[config.mk]
export PLATFORM = sky130hd
export DESIGN_NAME = mem_arbiter_flat
export DESIGN_NICKNAME = d
export VERILOG_FILES = /design/src/rtl/mem_arbiter_pkg.sv /design/src/rtl/mem_arbiter_if.sv /design/src/rtl/mem_arbiter.sv /design/src/flat_wrapper.sv
export SDC_FILE = /design/constraint.sdc
export NUM_CORES = 1
export LEC_CHECK = 0
export CORE_UTILIZATION = 40
export CTS_CLUSTER_DIAMETER = 200
export DETAILED_ROUTE_END_ITERATION = 12
export HOLD_SLACK_MARGIN = 0.1
export MAX_ROUTING_LAYER = met4
export PLACE_DENSITY = 0.78
export SYNTH_ARGS = -nofsm -noshare
export SYNTH_HDL_FRONTEND = slang
export SYNTH_SLANG_ARGS = --single-unit
[constraint.sdc]
create_clock -name clk -period 3.2 [get_ports clk]
set_input_delay 0.96 -clock clk [delete_from_list [all_inputs] [get_ports clk]]
set_output_delay 0.96 -clock clk [all_outputs]
set_load 0.1 [all_outputs]
[src/rtl/mem_arbiter_pkg.sv]
// Shared types and constants for the unified-memory arbiter.
// Latency: n/a (declarations only).
// Backpressure: n/a. MEM_ARB_FAIRNESS_EN (in mem_arbiter) is the only consumer of FAIR_LIMIT.
package mem_arbiter_pkg;

    localparam int WORD_W = 32;

    // Consecutive data grants tolerated while a fetch waits, before fetch takes a turn.
    localparam logic [1:0] FAIR_LIMIT = 2'd3;

    typedef logic [WORD_W-1:0] word_t;

    typedef enum logic [1:0] {
        IDLE  = 2'd0,
        IBUSY = 2'd1,
        DBUSY = 2'd2
    } arb_state_t;

endpackage

[src/rtl/mem_arbiter_if.sv]
// Bundle of fetch-side, data-side and memory-side signals around the arbiter.
// Latency: n/a (wiring only).
// Backpressure: Ready strobes and Stall levels are produced by the arbiter (slave side).
interface mem_arbiter_if;
    import mem_arbiter_pkg::*;

    // Fetch side
    logic  IReq;
    word_t IAddr;
    logic  FlushF;
    word_t IRData;
    logic  IReady;
    logic  IStall;

    // Data side
    logic  DReq;
    logic  DWE;
    word_t DAddr;
    word_t DWData;
    word_t DRData;
    logic  DReady;
    logic  DStall;

    // Memory side
    logic  MemReq;
    logic  MemWE;
    word_t MemAddr;
    word_t MemWData;
    word_t MemRData;
    logic  MemReady;

    // Arbiter view
    modport slave (
        input  IReq, IAddr, FlushF,
        input  DReq, DWE, DAddr, DWData,
        input  MemRData, MemReady,
        output IRData, IReady, IStall,
        output DRData, DReady, DStall,
        output MemReq, MemWE, MemAddr, MemWData
    );

    // Requesters plus memory view
    modport master (
        output IReq, IAddr, FlushF,
        output DReq, DWE, DAddr, DWData,
        output MemRData, MemReady,
        input  IRData, IReady, IStall,
        input  DRData, DReady, DStall,
        input  MemReq, MemWE, MemAddr, MemWData
    );

endinterface

[src/rtl/mem_arbiter.sv]
// Shares one single-port memory between fetch and data, data first; MEM_ARB_FAIRNESS_EN gives fetch a turn after 3 data grants.
// Latency: grant at the edge after request, Ready in the MemReady cycle (min 2 cycles); one IDLE cycle between accesses.
// Backpressure: IStall/DStall asserted while a request waits for its Ready; memory operands held until MemReady.
module mem_arbiter
    import mem_arbiter_pkg::*;
(
    input  logic          clk,
    input  logic          reset_n,
    mem_arbiter_if.slave  bus
);

    arb_state_t state;
    logic       drop;
    logic       mem_req;
    logic       mem_we;
    word_t      mem_addr;
    word_t      mem_wdata;
    word_t      irdata_q;
    word_t      drdata_q;

    logic       i_pend;
    logic       i_done;
    logic       d_done;
    logic       i_ready;
    logic       grant_d;
    logic       grant_i;

    // A fetch raised together with FlushF is already cancelled and never competes.
    assign i_pend = bus.IReq & ~bus.FlushF;

    // MemReady only means something while an access is outstanding.
    assign i_done = (state == IBUSY) & bus.MemReady;
    assign d_done = (state == DBUSY) & bus.MemReady;

    // A flush arriving in the completion cycle itself also suppresses the fetch Ready.
    assign i_ready = i_done & ~drop & ~bus.FlushF;

`ifdef MEM_ARB_FAIRNESS_EN
    logic [1:0] fair_cnt;
    logic       fair_turn;

    assign fair_turn = (fair_cnt == FAIR_LIMIT) & i_pend & bus.DReq;
    assign grant_d   = (state == IDLE) & bus.DReq & ~fair_turn;

    // Counts data grants that overtook a waiting fetch; any fetch grant or absent fetch resets it.
    always_ff @(posedge clk or negedge reset_n) begin
        if (!reset_n) begin
            fair_cnt <= 2'd0;
        end else if (state == IDLE) begin
            if (grant_i || !bus.IReq) begin
                fair_cnt <= 2'd0;
            end else if (grant_d && i_pend && (fair_cnt != FAIR_LIMIT)) begin
                fair_cnt <= fair_cnt + 2'd1;
            end
        end
    end
`else
    assign grant_d = (state == IDLE) & bus.DReq;
`endif

    assign grant_i = (state == IDLE) & i_pend & ~grant_d;

    // Arbitration FSM: latches the winner's operands and drives the memory port from registers.
    always_ff @(posedge clk or negedge reset_n) begin
        if (!reset_n) begin
            state     <= IDLE;
            drop      <= 1'b0;
            mem_req   <= 1'b0;
            mem_we    <= 1'b0;
            mem_addr  <= '0;
            mem_wdata <= '0;
            irdata_q  <= '0;
            drdata_q  <= '0;
        end else begin
            unique case (state)
                IDLE: begin
                    drop <= 1'b0;
                    if (grant_d) begin
                        state     <= DBUSY;
                        mem_req   <= 1'b1;
                        mem_we    <= bus.DWE;
                        mem_addr  <= bus.DAddr;
                        mem_wdata <= bus.DWData;
                    end else if (grant_i) begin
                        state    <= IBUSY;
                        mem_req  <= 1'b1;
                        mem_we   <= 1'b0;
                        mem_addr <= bus.IAddr;
                    end
                end
                IBUSY: begin
                    // The memory transaction still runs to completion after a flush.
                    if (bus.FlushF) begin
                        drop <= 1'b1;
                    end
                    if (bus.MemReady) begin
                        state   <= IDLE;
                        mem_req <= 1'b0;
                        drop    <= 1'b0;
                        if (i_ready) begin
                            irdata_q <= bus.MemRData;
                        end
                    end
                end
                DBUSY: begin
                    if (bus.MemReady) begin
                        state    <= IDLE;
                        mem_req  <= 1'b0;
                        mem_we   <= 1'b0;
                        drdata_q <= bus.MemRData;
                    end
                end
                default: begin
                    state   <= IDLE;
                    mem_req <= 1'b0;
                    mem_we  <= 1'b0;
                    drop    <= 1'b0;
                end
            endcase
        end
    end

    assign bus.MemReq   = mem_req;
    assign bus.MemWE    = mem_we;
    assign bus.MemAddr  = mem_addr;
    assign bus.MemWData = mem_wdata;

    // Read data passes straight through in the Ready cycle, otherwise the last completed word.
    assign bus.IReady = i_ready;
    assign bus.IRData = i_ready ? bus.MemRData : irdata_q;
    assign bus.DReady = d_done;
    assign bus.DRData = d_done ? bus.MemRData : drdata_q;

    assign bus.IStall = bus.IReq & ~i_ready;
    assign bus.DStall = bus.DReq & ~d_done;

endmodule

[src/flat_wrapper.sv]
// flat-port wrapper written by rule: the top's interface ports become plain ports
module mem_arbiter_flat import mem_arbiter_pkg::*;
  (clk, reset_n, bus_IReq, bus_IAddr, bus_FlushF, bus_DReq, bus_DWE, bus_DAddr, bus_DWData, bus_MemRData, bus_MemReady, bus_IRData, bus_IReady, bus_IStall, bus_DRData, bus_DReady, bus_DStall, bus_MemReq, bus_MemWE, bus_MemAddr, bus_MemWData);
  mem_arbiter_if bus_i ();
  input  logic clk;
  input  logic reset_n;
  input wire logic [$bits(bus_i.IReq)-1:0] bus_IReq;
  input wire logic [$bits(bus_i.IAddr)-1:0] bus_IAddr;
  input wire logic [$bits(bus_i.FlushF)-1:0] bus_FlushF;
  input wire logic [$bits(bus_i.DReq)-1:0] bus_DReq;
  input wire logic [$bits(bus_i.DWE)-1:0] bus_DWE;
  input wire logic [$bits(bus_i.DAddr)-1:0] bus_DAddr;
  input wire logic [$bits(bus_i.DWData)-1:0] bus_DWData;
  input wire logic [$bits(bus_i.MemRData)-1:0] bus_MemRData;
  input wire logic [$bits(bus_i.MemReady)-1:0] bus_MemReady;
  output wire logic [$bits(bus_i.IRData)-1:0] bus_IRData;
  output wire logic [$bits(bus_i.IReady)-1:0] bus_IReady;
  output wire logic [$bits(bus_i.IStall)-1:0] bus_IStall;
  output wire logic [$bits(bus_i.DRData)-1:0] bus_DRData;
  output wire logic [$bits(bus_i.DReady)-1:0] bus_DReady;
  output wire logic [$bits(bus_i.DStall)-1:0] bus_DStall;
  output wire logic [$bits(bus_i.MemReq)-1:0] bus_MemReq;
  output wire logic [$bits(bus_i.MemWE)-1:0] bus_MemWE;
  output wire logic [$bits(bus_i.MemAddr)-1:0] bus_MemAddr;
  output wire logic [$bits(bus_i.MemWData)-1:0] bus_MemWData;
  assign bus_i.IReq = bus_IReq;
  assign bus_i.IAddr = bus_IAddr;
  assign bus_i.FlushF = bus_FlushF;
  assign bus_i.DReq = bus_DReq;
  assign bus_i.DWE = bus_DWE;
  assign bus_i.DAddr = bus_DAddr;
  assign bus_i.DWData = bus_DWData;
  assign bus_i.MemRData = bus_MemRData;
  assign bus_i.MemReady = bus_MemReady;
  assign bus_IRData = bus_i.IRData;
  assign bus_IReady = bus_i.IReady;
  assign bus_IStall = bus_i.IStall;
  assign bus_DRData = bus_i.DRData;
  assign bus_DReady = bus_i.DReady;
  assign bus_DStall = bus_i.DStall;
  assign bus_MemReq = bus_i.MemReq;
  assign bus_MemWE = bus_i.MemWE;
  assign bus_MemAddr = bus_i.MemAddr;
  assign bus_MemWData = bus_i.MemWData;
  mem_arbiter u_core (.clk(clk), .reset_n(reset_n), .bus(bus_i));
endmodule
==> results of run 1 <==
## cells in the mapped netlist (2+ instances only)
library cell	count	share of area
mux2_4	24	0.061
buf_4	7	0.0089
inv_1	6	0.0038
a21oi_1	5	0.0042
nand2_1	2	0.0013
buf_2	10	0.0085
ha_1	3	0.0063
dfrtp_1	133	0.56
buf_6	3	0.0057
nor2b_1	3	0.0032
mux2_2	168	0.32
nor2_1	2	0.0013
## worst min path at each step
stage	startpoint	slack (ps)	endpoint	cells after the start
after floorplan	u_core.irdata_q[0]$_DFFE_PN0N_	480	u_core.irdata_q[0]$_DFFE_PN0N_	1
after global placement	u_core.bus.MemReq$_DFFE_PN0P_	480	u_core.bus.MemReq$_DFFE_PN0P_	1
after detailed placement	u_core.bus.MemReq$_DFFE_PN0P_	480	u_core.bus.MemReq$_DFFE_PN0P_	1
after CTS	reset_n	480	u_core.drdata_q[6]$_DFFE_PN0P_	1
after global routing	reset_n	500	u_core.drdata_q[8]$_DFFE_PN0P_	1
final	reset_n	470	u_core.drdata_q[6]$_DFFE_PN0P_	1
## cells by family after synthesis
kind of cell,after synthesis,synth area share
AOI/OAI and AO/OA,12,0.0139
adders and majority gates,3,0.00634
buffers and inverters,26,0.0268
DFF,133,0.562
muxes,192,0.380
and+or+nand+nor,11,0.0106
## state kept, by name, indices dropped and copies added, names as in the netlist
register and flops:
u_core.bus.MemAddr 32, u_core.bus.MemWData 32, u_core.drdata_q 32, u_core.irdata_q 32
u_core.state 2, u_core.bus.MemReq 1, u_core.bus.MemWE 1, u_core.drop 1
## cells in the final DEF, fill, tap and decap left out, types with 2 or more instances in the layout
cell type / count
nand2_2: 2
mux2_2: 142
ha_1: 2
buf_4: 88
mux2_4: 50
dfrtp_1: 133
nor2b_1: 2
buf_12: 72
inv_6: 5
buf_16: 3
clkbuf_16: 17
a21oi_1: 5
inv_1: 4
buf_6: 3
clkdlybuf4s50_1: 131
bufinv_16: 6
clkinvlp_4: 2
## routing by layer
layer  GRT usage  up-vias
li1            -     1946
met1       0.232     2067
met2       0.371      174
met3      0.0545       41
met4       0.108        0
met5           -        -
## what timing repair did
action | in CTS | in global routing
buffers inserted | 6 | 3
resized for setup | 41 | 2
gates cloned | 3 | 0
setup endpoints to repair | 68 | 33
pin swaps | 2 | 1
## final cells by class
type	instances	share of cell area
inverters	6	0.00253
flip-flops and latches	133	0.321
clock inverters	14	0.0236
multi-input cells	218	0.248
clock buffers	18	0.0414
well taps	184	0.0222
repair buffers	299	0.341
## stage by stage
stage          instances  setup TNS, ps
2_1_floorplan        377          -73.0
3_3_place_gp         829         -13480
3_5_place_dp         829         -15400
4_1_cts              870              0
5_1_grt              872              0
6_report             872              0
==> results.sh, run 1 <==
export IMPL_drt_total_wl_um=15600
export IMPL_path_cells="clkbuf_2, nor3_4, buf_6, buf_6, buf_16, mux2_4, buf_12"
export IMPL_async_flop_share=1.00
export IMPL_critPathCapture="bus_IRData[12]"
export IMPL_end_kind="output pin"
export IMPL_dp_hpwl_um=11400
export IMPL_nets=813
export IMPL_vias=4228
export IMPL_drt_met1_wl_um=5740
export IMPL_grt_pass1_vias=4742
export IMPL_antenna_found_initial=0
export IMPL_placed_cell_area_mm2=0.00945
export IMPL_final_seq_area_mm2=0.00333
export IMPL_holdWs_ps=470
export IMPL_grt_setup_unrepaired="false"
export IMPL_synth_seq_cells=133
export IMPL_die_area_mm2=0.0153
export IMPL_routed_via_density=4.85
export IMPL_std_cell_rows=44
export IMPL_synthFlopType="dfrtp_1"
export IMPL_clock_latency_ps=410
export IMPL_syn2layout_area_growth_pct=75.2
export IMPL_crit_fanout=7
export IMPL_slew_limit_headroom=0.625
export IMPL_drt_iter0_drc=147
export IMPL_clock_sinks=133
export IMPL_critPathTopFamily="buffers and inverters"
export IMPL_utilization=0.717
export IMPL_clk_pin_slew_ps=60
export IMPL_critPathLaunch="bus_FlushF"
export IMPL_critPathMaxStageDelay_ps=320
export IMPL_skew_ps=5.99
export IMPL_maxSlewViolCount=0
export IMPL_cts_buffers=17
export IMPL_required_ps=2240
export IMPL_gr_total_overflow=0
export IMPL_maxUsedRoutingLayer="met4"
export IMPL_rrSetupSlack_ps=1130
export IMPL_dr_pass1_iters=4
export IMPL_core_mm2=0.0145
export IMPL_fmax_ghz=0.319
export IMPL_root_buffer="clkbuf_16"
export IMPL_worstSetupStartpointType="input port"
export IMPL_synth_area_mm2=0.00592
export IMPL_finalSetupViolCount=0
export IMPL_min_period_ps=3130
export IMPL_cap_violations=0
export IMPL_synth_edf_count=0
export IMPL_critPathArrivalTime_ps=2170
export IMPL_avgSynthCellArea_um2=15.7
export IMPL_status="finished clean"
export IMPL_ant_nets=0
export IMPL_fp_dieH_um=124
export IMPL_die_x_um=124
export IMPL_cts_buffer_depth=2
export IMPL_yosysUniqueCellTypes=23
export IMPL_rr_worst_depth=6
export IMPL_syn_nets=515
export IMPL_num_io_pins=269
export IMPL_wire_per_inst_um=17.9
export IMPL_multi_input_area_mm2=0.00258
export IMPL_synth_warnings=0
export IMPL_min_period_over_period=0.978
export IMPL_drc_errors=0
export IMPL_start_util=0.409
export IMPL_fillers=940
export IMPL_slowest_stage="mux2_4"
export IMPL_cts_tree="done"
export IMPL_ctsHoldBuffers=0
export IMPL_ctsHtreeMaxLevel=4
export IMPL_hold_viol_final=0
export IMPL_r2r_start="u_core.state[1]$_DFFE_PN0P_"
export IMPL_routed_wl_met2_um=8300
export IMPL_critPathKind="input port to output pin"
export IMPL_ys_seq_area_frac=0.562
export IMPL_grt_max_degree=76
export IMPL_io_buffers=268
export IMPL_wl_met3_um=1040
export IMPL_worst_slack_ps=69.4
export IMPL_track_usage=0.217
export IMPL_place_ws_ps=-327
export IMPL_netlist_instances=377
export IMPL_hold_path_class="input port to async pin"
export IMPL_timing_rr_end="u_core.bus.MemAddr[14]$_DFFE_PN0P_"
export IMPL_crit_cells=7
export IMPL_diodes=0
export IMPL_crit_path_frequent_cell="buf_6"
export IMPL_drive_above_1_share=0.583
export IMPL_fin_area_mm2=0.0104
export IMPL_grt_pass1_wl_um=24100
export IMPL_worstMarginPinSlew_ps=563
export IMPL_gp_congestion=0.806
export IMPL_crit_buf_inv=5
Power of run 1 is not shown: default switching activity piles up to over one toggle a cycle in this logic, so the estimate is an artifact.
==> run 2, diff against run 1 <==
--- a/config.mk
+++ b/config.mk
@@ -5,6 +5,7 @@
 export SDC_FILE = /design/constraint.sdc
 export NUM_CORES = 1
 export LEC_CHECK = 0
+export CAP_MARGIN = 40
 export CORE_UTILIZATION = 40
 export CTS_CLUSTER_DIAMETER = 200
 export DETAILED_ROUTE_END_ITERATION = 12
==> results of run 2 <==
The final DEF is identical to that of run 1; final timing and power are the same.
Power of run 2 is left out for the same reason.
==> run 3, diff against run 2 <==
--- a/config.mk
+++ b/config.mk
@@ -12,6 +12,7 @@
 export HOLD_SLACK_MARGIN = 0.1
 export MAX_ROUTING_LAYER = met4
 export PLACE_DENSITY = 0.78
+export SLEW_MARGIN = 20
 export SYNTH_ARGS = -nofsm -noshare
 export SYNTH_HDL_FRONTEND = slang
 export SYNTH_SLANG_ARGS = --single-unit
==> results of run 3 <==
The final DEF is identical to that of run 1; final timing and power are the same.
Power of run 3 is left out for the same reason.
